File: src/rtl/ats_pkg.sv
// -----------------------------------------------------------------------------
// ats_pkg
// Shared definitions for the Asynchronous Traffic Shaping blocks (per-stream
// scheduler, eligibility-time gate, future shaper arrays).
//   - Default widths for time values, frame lengths and per-byte recovery time.
//   - State encoding of the per-stream token-bucket scheduler FSM.
// -----------------------------------------------------------------------------
package ats_pkg;

   // Timer-unit timestamps, unsigned, modulo 2^width
   localparam int DEFAULT_TIMESTAMP_WIDTH     = 72;
   // Frame length in bytes
   localparam int DEFAULT_FRAME_LENGTH_WIDTH  = 16;
   // Bucket recovery time per byte (8/CIR in timer units)
   localparam int DEFAULT_TIME_PER_BYTE_WIDTH = 32;

   // One frame walks IDLE -> CALC_LENGTH -> CALC_ELIGIBILITY -> UPDATE -> OUTPUT
   typedef enum logic [2:0] {
      ATS_IDLE             = 3'd0,
      ATS_CALC_LENGTH      = 3'd1,
      ATS_CALC_ELIGIBILITY = 3'd2,
      ATS_UPDATE           = 3'd3,
      ATS_OUTPUT           = 3'd4
   } ats_state_e;

endpackage : ats_pkg

File: src/rtl/ats_scheduler.sv
// -----------------------------------------------------------------------------
// ats_scheduler
// Per-stream ATS token-bucket shaper. For every frame it computes the
// eligibility timestamp from the committed rate, burst size, bucket empty time
// (BET) and group eligibility time (GET), and flags frames whose eligibility
// time lies beyond arrival + max residence time for discard.
//
// Ports:
//   clk, rstn                              clock, synchronous active-low reset
//   committed_time_per_byte                bucket recovery time per byte
//   empty_to_full_duration                 time for an empty bucket to fill
//   max_residence_time                     discard threshold relative to arrival
//   s_axis_frame_info_*                    frame arrival time / length input
//   m_axis_eligibility_timestamp_*         eligibility time out, tuser=discard
// -----------------------------------------------------------------------------
module ats_scheduler
   import ats_pkg::*;
#(
   parameter int TIMESTAMP_WIDTH     = DEFAULT_TIMESTAMP_WIDTH,
   parameter int FRAME_LENGTH_WIDTH  = DEFAULT_FRAME_LENGTH_WIDTH,
   parameter int TIME_PER_BYTE_WIDTH = DEFAULT_TIME_PER_BYTE_WIDTH
)(
   input  logic                           clk,
   input  logic                           rstn,

   input  logic [TIME_PER_BYTE_WIDTH-1:0] committed_time_per_byte,
   input  logic [TIMESTAMP_WIDTH-1:0]     empty_to_full_duration,
   input  logic [TIMESTAMP_WIDTH-1:0]     max_residence_time,

   input  logic [TIMESTAMP_WIDTH-1:0]     s_axis_frame_info_arrival_time,
   input  logic [FRAME_LENGTH_WIDTH-1:0]  s_axis_frame_info_length,
   input  logic                           s_axis_frame_info_tvalid,
   output logic                           s_axis_frame_info_tready,

   output logic [TIMESTAMP_WIDTH-1:0]     m_axis_eligibility_timestamp_tdata,
   output logic                           m_axis_eligibility_timestamp_tuser,
   output logic                           m_axis_eligibility_timestamp_tvalid,
   input  logic                           m_axis_eligibility_timestamp_tready
);

   localparam int PRODUCT_WIDTH = FRAME_LENGTH_WIDTH + TIME_PER_BYTE_WIDTH;

   ats_state_e state_q, state_d;

   // Frame and configuration captured at acceptance so that config changes
   // during processing do not affect the frame in flight
   logic [TIMESTAMP_WIDTH-1:0]     arrival_q, arrival_d;
   logic [FRAME_LENGTH_WIDTH-1:0]  length_q, length_d;
   logic [TIME_PER_BYTE_WIDTH-1:0] tpb_q, tpb_d;
   logic [TIMESTAMP_WIDTH-1:0]     etf_q, etf_d;
   logic [TIMESTAMP_WIDTH-1:0]     mrt_q, mrt_d;

   // Pipeline intermediates
   logic [TIMESTAMP_WIDTH-1:0]     lrd_q, lrd_d;
   logic [TIMESTAMP_WIDTH-1:0]     bft_q, bft_d;
   logic [TIMESTAMP_WIDTH-1:0]     set_q, set_d;
   logic [TIMESTAMP_WIDTH-1:0]     et_q, et_d;
   logic                           discard_q, discard_d;

   // Persistent shaper state
   logic [TIMESTAMP_WIDTH-1:0]     bet_q, bet_d;
   logic [TIMESTAMP_WIDTH-1:0]     get_q, get_d;

   // Combinational helpers
   logic [PRODUCT_WIDTH-1:0]       product;
   logic [TIMESTAMP_WIDTH-1:0]     set_sum;
   logic [TIMESTAMP_WIDTH-1:0]     et_max;
   logic [TIMESTAMP_WIDTH-1:0]     deadline;

   // Datapath helpers: length-rate product (never truncated before the
   // zero-extension to timestamp width), scheduled eligibility time, the
   // three-way maximum and the residence deadline. All modulo arithmetic.
   always_comb begin
      product  = PRODUCT_WIDTH'(length_q) * PRODUCT_WIDTH'(tpb_q);
      set_sum  = bet_q + lrd_q;
      et_max   = arrival_q;
      if (get_q > et_max) begin
         et_max = get_q;
      end
      if (set_sum > et_max) begin
         et_max = set_sum;
      end
      deadline = arrival_q + mrt_q;
   end

   // Next-state and datapath update. Every register holds by default; each
   // state only touches the values it is responsible for. BET/GET are only
   // committed when the frame is not discarded.
   always_comb begin
      state_d   = state_q;
      arrival_d = arrival_q;
      length_d  = length_q;
      tpb_d     = tpb_q;
      etf_d     = etf_q;
      mrt_d     = mrt_q;
      lrd_d     = lrd_q;
      bft_d     = bft_q;
      set_d     = set_q;
      et_d      = et_q;
      discard_d = discard_q;
      bet_d     = bet_q;
      get_d     = get_q;

      unique case (state_q)
         ATS_IDLE: begin
            if (s_axis_frame_info_tvalid) begin
               arrival_d = s_axis_frame_info_arrival_time;
               length_d  = s_axis_frame_info_length;
               tpb_d     = committed_time_per_byte;
               etf_d     = empty_to_full_duration;
               mrt_d     = max_residence_time;
               state_d   = ATS_CALC_LENGTH;
            end
         end
         ATS_CALC_LENGTH: begin
            lrd_d   = TIMESTAMP_WIDTH'(product);
            bft_d   = bet_q + etf_q;
            state_d = ATS_CALC_ELIGIBILITY;
         end
         ATS_CALC_ELIGIBILITY: begin
            set_d   = set_sum;
            et_d    = et_max;
            state_d = ATS_UPDATE;
         end
         ATS_UPDATE: begin
            if (et_q <= deadline) begin
               get_d     = et_q;
               // A frame later than the bucket-full time finds a full bucket;
               // the excess waiting time is added so tokens never exceed CBS
               bet_d     = (et_q < bft_q) ? set_q : (set_q + et_q - bft_q);
               discard_d = 1'b0;
            end else begin
               discard_d = 1'b1;
            end
            state_d = ATS_OUTPUT;
         end
         ATS_OUTPUT: begin
            if (m_axis_eligibility_timestamp_tready) begin
               state_d = ATS_IDLE;
            end
         end
         default: begin
            state_d = ATS_IDLE;
         end
      endcase
   end

   // State register. Reset drops any in-flight frame and clears BET/GET.
   always_ff @(posedge clk) begin
      if (!rstn) begin
         state_q   <= ATS_IDLE;
         arrival_q <= '0;
         length_q  <= '0;
         tpb_q     <= '0;
         etf_q     <= '0;
         mrt_q     <= '0;
         lrd_q     <= '0;
         bft_q     <= '0;
         set_q     <= '0;
         et_q      <= '0;
         discard_q <= 1'b0;
         bet_q     <= '0;
         get_q     <= '0;
      end else begin
         state_q   <= state_d;
         arrival_q <= arrival_d;
         length_q  <= length_d;
         tpb_q     <= tpb_d;
         etf_q     <= etf_d;
         mrt_q     <= mrt_d;
         lrd_q     <= lrd_d;
         bft_q     <= bft_d;
         set_q     <= set_d;
         et_q      <= et_d;
         discard_q <= discard_d;
         bet_q     <= bet_d;
         get_q     <= get_d;
      end
   end

   // Handshake outputs decode straight from registered state so tdata/tuser
   // stay stable while the downstream gate back-pressures
   always_comb begin
      s_axis_frame_info_tready            = (state_q == ATS_IDLE);
      m_axis_eligibility_timestamp_tvalid = (state_q == ATS_OUTPUT);
      m_axis_eligibility_timestamp_tdata  = et_q;
      m_axis_eligibility_timestamp_tuser  = discard_q;
   end

endmodule : ats_scheduler
File: config.mk
export PLATFORM = sky130hd
export DESIGN_NAME = ats_scheduler
export DESIGN_NICKNAME = d
export VERILOG_FILES = /design/src/rtl/ats_pkg.sv /design/src/rtl/ats_scheduler.sv
export SDC_FILE = /design/constraint.sdc
export NUM_CORES = 2
export LEC_CHECK = 0
export ABC_AREA = 1
export ABC_CLOCK_PERIOD_IN_PS = 14400
export BUFFER_PORTS_ARGS = -buffer_cell sky130_fd_sc_hd__buf_4
export CAP_MARGIN = 20
export CORE_MARGIN = 3
export CORE_UTILIZATION = 36
export CTS_BUF_LIST = sky130_fd_sc_hd__clkbuf_4 sky130_fd_sc_hd__clkbuf_8
export CTS_CLUSTER_DIAMETER = 200
export DETAILED_ROUTE_END_ITERATION = 6
export PLACE_DENSITY = 0.51
export SLEW_MARGIN = 20
export SYNTH_ARGS = -nofsm -noshare
export SYNTH_HDL_FRONTEND = slang
export SYNTH_SLANG_ARGS = --single-unit
File: constraint.sdc
create_clock -name clk -period 14.4 [get_ports clk]
set_clock_uncertainty 0.2 [all_clocks]
set_input_delay 3.6 -clock clk [delete_from_list [all_inputs] [get_ports clk]]
set_output_delay 3.6 -clock clk [all_outputs]
set_load 0.005 [all_outputs]
Word-level counts from Yosys, hierarchy flattened:

Cells that the tools add are included.

* register bits: 676
* bits in latches: 0
* memory bits (writable): 0
* bits in read-only memories: 0
* logic and storage cells: 40
* memories: 0

* $add $sub $neg: 5
* multiply operators: 1
* div/mod/pow operators: 0
* order comparisons: 4
* equal/unequal tests: 6
* shift operators: 0
* muxes and demuxes: 7
* bitwise gates (word level): 0
* reductions and logical operators: 4

Operators by type and width (number)
* adder 72 bit: 3
* 2-to-1 mux 72 bit: 3
* greater-than comparator 72 bit: 2
* adder 72 x 48 -> 72 bit: 1
* less-or-equal comparator 72 bit: 1
* less-than comparator 72 bit: 1
* subtractor 72 bit: 1
* multiplier 16 x 32 -> 48 bit: 1
* one-hot mux 3 bit (5 select lines): 1
* == test 3 x 2 -> 1 bit (second input constant): 2
* 2-to-1 mux 3 bit: 2
* AND reduction 2 bit: 3
* == test 3 x 1 -> 1 bit (second input constant): 1
* == test 3 bit (second input constant): 1
* zero test 3 bit: 1
* inequality test 2 x 1 -> 1 bit (second input constant): 1
* inequality test 2 bit (second input constant): 1
* 2-to-1 mux 1 bit: 1

Longest topological paths before layout:

* word-level depth: 4
* depth in mapped cells: 37
* depth with buffers taken out: 34

Worst setup path after synthesis:

No wires, ideal clock.

* path type: register to register
* start point: reg length_q[1]
* end point: reg lrd_q[38]
* library setup time: 0.109 ns
* arrival time: 5.634 ns
* data required time: 14.091 ns
* path slack: 8.457 ns
* stages on the path, launching flop included: 28
* path buffers: 2
* clock period less this slack: 5.943 ns
* cells stage by stage: dfxtp_1 > clkbuf_1 > clkbuf_1 > nand2_1 > fa_1 > inv_1 > fa_1 > inv_1 > fa_1 > inv_1 > fa_1 > fa_1 > inv_1 > fa_1 > inv_1 > ha_1 > nand2_1 > nor2_1 > inv_1 > nor2_1 > nand4_1 > and3_1 > o21ai_0 > nand2_1 > nand3_1 > nand3_1 > nand2_1 > inv_1

* word-level cells in the longest chain between the ends: 1

Ends and longest elaborated chain
* start, declared: line ats_scheduler.sv:48 `logic [FRAME_LENGTH_WIDTH-1:0] length_q, length_d;`
* start signal, assigned: line ats_scheduler.sv:167 `length_q <= length_d;`
* multiplier 16 x 32 -> 48 bit: line ats_scheduler.sv:74 `product = PRODUCT_WIDTH'(length_q) * PRODUCT_WIDTH'(tpb_q);`
* end signal, assigned: line ats_scheduler.sv:171 `lrd_q <= lrd_d;`
* end, declared: line ats_scheduler.sv:54 `logic [TIMESTAMP_WIDTH-1:0] lrd_q, lrd_d;`

No other way between the ends.
A chain may end at the register's enable or synchronous reset.

Worst setup path in the final report:

* start point: reg arrival_q[58]
* end point: reg et_q[42] (netlist: m_axis_eligibility_timestamp_tdata[42])

* word-level cells in the longest chain between the ends: 4

Ends and longest elaborated chain
* start, declared: line ats_scheduler.sv:47 `logic [TIMESTAMP_WIDTH-1:0] arrival_q, arrival_d;`
* start signal, assigned: line ats_scheduler.sv:166 `arrival_q <= arrival_d;`
* greater-than comparator 72 bit: line ats_scheduler.sv:77 `if (get_q > et_max) begin`
* 2-to-1 mux 72 bit (*): line ats_scheduler.sv:77
* greater-than comparator 72 bit: line ats_scheduler.sv:80 `if (set_sum > et_max) begin`
* 2-to-1 mux 72 bit (*): line ats_scheduler.sv:80
* end signal, assigned: line ats_scheduler.sv:174 `et_q <= et_d;`
* end, declared: line ats_scheduler.sv:57 `logic [TIMESTAMP_WIDTH-1:0] et_q, et_d;`

Mark *: on every way between the ends. The rest lies on a longest branch, timed or not.

==> results.cfg <==
[sta]
setup_viol = 0
tns_ns = 0
hold_violations = 0
tightest_slew_ns = 1.340
finalCritPeriodShare_pct = 58.31
max_slew_margin_pct = 9.725
rsz0062_at_grt = no
slew_viol_final = 0
fmax_mhz = 119.1
post-route-min-period_ns = 8.396

[synth]
synth.distinct_cells = 58
synth_ff_type = dfxtp_1
ys_warn_count = 0
yosys-top-cells-count = nand2_1 (2912), inv_1 (2234), a21oi_1 (1052)
yosys.cell_count.top_type = nand2_1
yosysTopAreaCellShare_pct = 18.12
async_reset_ff_share_pct = 0
synth.area.top_cells = dfxtp_1 (18%), nand2_1 (15%), fa_1 (13%)
synth_edf_count = 0
yosysTopAreaCell = dfxtp_1
synth_fp_nets = 13043
seq_area_frac_synth_pct = 18.12
synth_area_mm2 = 0.07471
synth_area_per_cell_um2 = 6.432
synth-seq-cells = 676
synth_cells = 11614

[place]
dp_hpwl_um = 337800
placement.cell_area_mm2 = 0.07977
port_buffers = 342
place.gp.congestion = 1.077

[critical_path]
crit_fanout = 72
r2r_slack_ns = 6.00
max_stage_delay_ns = 0.74
required_ns = 14.98
cp_slowest_cell = buf_4
ff2ff_path_depth = 30
end_kind = flop
cp_common_cell = nand2_1
cp_top_family = simple AND/OR/NAND/NOR gates
r2r-end = m_axis_eligibility_timestamp_tdata[42]
timing.rr.start = arrival_q[58]
crit_arrival_ns = 8.98
crit_path_start_kind = flop
crit_buf_inv = 5
path_class = flop to flop

[route]
firstDrtPassIters = 7
wl_per_cell_um = 27.44
antenna_left = 0
viasPerCell = 5.428
wl_um = 400200
drtIter0Drc = 7951
drc = 2
vias = 79185

[clock_tree]
cts_tree = built
postCtsSetupRepairBufs = 0
cts-resized-gates = 0
cts_buffers = 143
clkSinkCount = 676
hold_buffers = 0
clockRootBuffer = clkbuf_8
clk_latency_ns = 0.95
cts_htree_levels = 4
clk_pin_slew_worst_paths_ns = 0.06
clockBufferDepth = 3

[global_route]
grt_pass1_vias = 76397
overflow = 0
grt_use_total_pct = 36.74
antenna_found_initial = 26
grt_max_degree = 160
grt_pass1_wl_um = 560600

[cells_and_area]
final_area_mm2 = 0.08288
drive_above_1_share_pct = 6.446
nets = 13214
area_growth_syn_to_layout_pct = 10.94
fill_cells = 22373
seqCellArea_mm2 = 0.01354
multi_input_area_mm2 = 0.05107

[die]
dieArea_mm2 = 0.2130
start_util_pct = 36.37
core_mm2 = 0.2054
io_pins = 343
fp.dieH_um = 461.5
core.rowCount = 166
die_w_um = 461.5

[power]
switchingPower_w = 0.003907
p_leak_nw = 41.92
power.clock.fraction_pct = 28.9
p_comb_share_pct = 43.6
seq_power_share_pct = 27.5
internal-power_w = 0.004203
switching_share_pct = 48.18
powerDensity_mw_per_mm2 = 97.85
peakVddDrop_uv = 89.39

[outcome]
status = complete, but fails checks
violations = design-rule violations

[hold_path]
hold_end = mrt_q[46]
hold_path.class = flop to flop
hold_path_startpoint = mrt_q[46]
hold_depth = 2

[job]
drv_cap = 0
worst min-delay path: stages, from the launching register on:
cell	delay [ns]
dfxtp_1	0.31
nand2_1	0.06
a21oi_1	0.05
routing by layer:
metal | wire [um] | part of all wire, % | GRT usage [%]
met1 | 173100 | 43 | 49.37
met2 | 176300 | 44 | 58.11
met3 | 27930 | 7.0 | 4.879
met4 | 22880 | 5.7 | 17.70
met5 | 60 | 0.015 | 0
worst max path at each step:
stage,cells past startpoint,startpoint,end,slack [ns]
final,30,arrival_q[58],m_axis_eligibility_timestamp_tdata[42],6.00
after global routing,30,arrival_q[58],m_axis_eligibility_timestamp_tdata[41],5.69
after CTS,29,arrival_q[58],m_axis_eligibility_timestamp_tdata[41],6.14
after detailed placement,29,arrival_q[57],m_axis_eligibility_timestamp_tdata[41],6.15
after global placement,29,arrival_q[57],m_axis_eligibility_timestamp_tdata[41],6.19
after floorplan,27,length_q[1],lrd_q[38],8.46
cell usage in the layout (no fill, tap or decap), types with 4 or more instances in the layout:
cell and n:
ha_1 669, nand2_4 4, nand2_2 14, o21ai_1 20, a21boi_0 26, or2_2 24, a21o_1 34, a21oi_1 1051
xor2_1 118, a211oi_1 10, dfxtp_2 9, o21ai_0 598, o21a_1 50, a31oi_1 22, nor4_1 25, xnor2_1 83
buf_12 5, inv_1 2232, nor2_1 914, a221oi_1 6, nor3_1 76, o21bai_1 75, buf_4 431, and3_1 9
nand3_1 771, o211ai_1 28, inv_12 4, dfxtp_1 667, clkbuf_4 45, and2_1 77, nand3b_1 33, diode_2 15
clkinv_2 12, nand4_1 110, a31o_2 4, clkbuf_8 169, inv_16 5, fa_1 492, nand2_1 2910
kinds of logic after synthesis:
kind of cell             synth area share, %
flip-flops                             18.12
AO/OA/AOI/OAI                          13.85
XOR/XNOR                               2.357
AND/OR/NAND/NOR                        27.70
adder cells (fa/ha/maj)                24.39
buffers and inverters                  13.59
sequential cells by signal (all words and copies together), names as in the netlist:
register	flops
arrival_q	72
bet_q	72
bft_q	72
etf_q	72
get_q	72
length_q	16
lrd_q	48
m_axis_eligibility_timestamp_tdata	72
m_axis_eligibility_timestamp_tuser	1
mrt_q	72
set_q	72
state_q	3
tpb_q	32
cell type report:
cell class	instances	area share (%)
well taps	2688	4.058
multi-input cells	8286	61.62
flip-flops and latches	676	16.34
clock inverters	30	0.4967
repair buffers	438	4.052
diodes	15	0.04529
clock buffers	214	3.214
inverters	2240	10.17
metrics by stage:
stage / cells / utilization, % / total power (W) / hold slack (ns) / setup WS, ns
after detailed placement: 14328 / 38.83 / 0.005686 / 0.2600 / 6.154
after global placement: 14328 / 38.83 / 0.005692 / 0.2550 / 6.186
after CTS: 14572 / 40.33 / 0.008063 / 0.2676 / 6.142
after global routing: 14577 / 40.34 / 0.008462 / 0.2778 / 5.686
after floorplan: 11614 / - / 0.004111 / 0.2433 / 8.457
final: 14587 / 40.35 / 0.008110 / 0.2671 / 6.004
power by group through the flow:
stage	Combinational (W)	Clock [W]	Sequential, W
finish	0.00354	0.00235	0.00223
global route	0.00376	0.00247	0.00223
CTS	0.00345	0.00239	0.00222
detailed placement	0.00342	0	0.00226
global placement	0.00343	0	0.00226
floorplan	0.00201	0	0.00210
No activity file was read; power rests on OpenSTA's default activity.
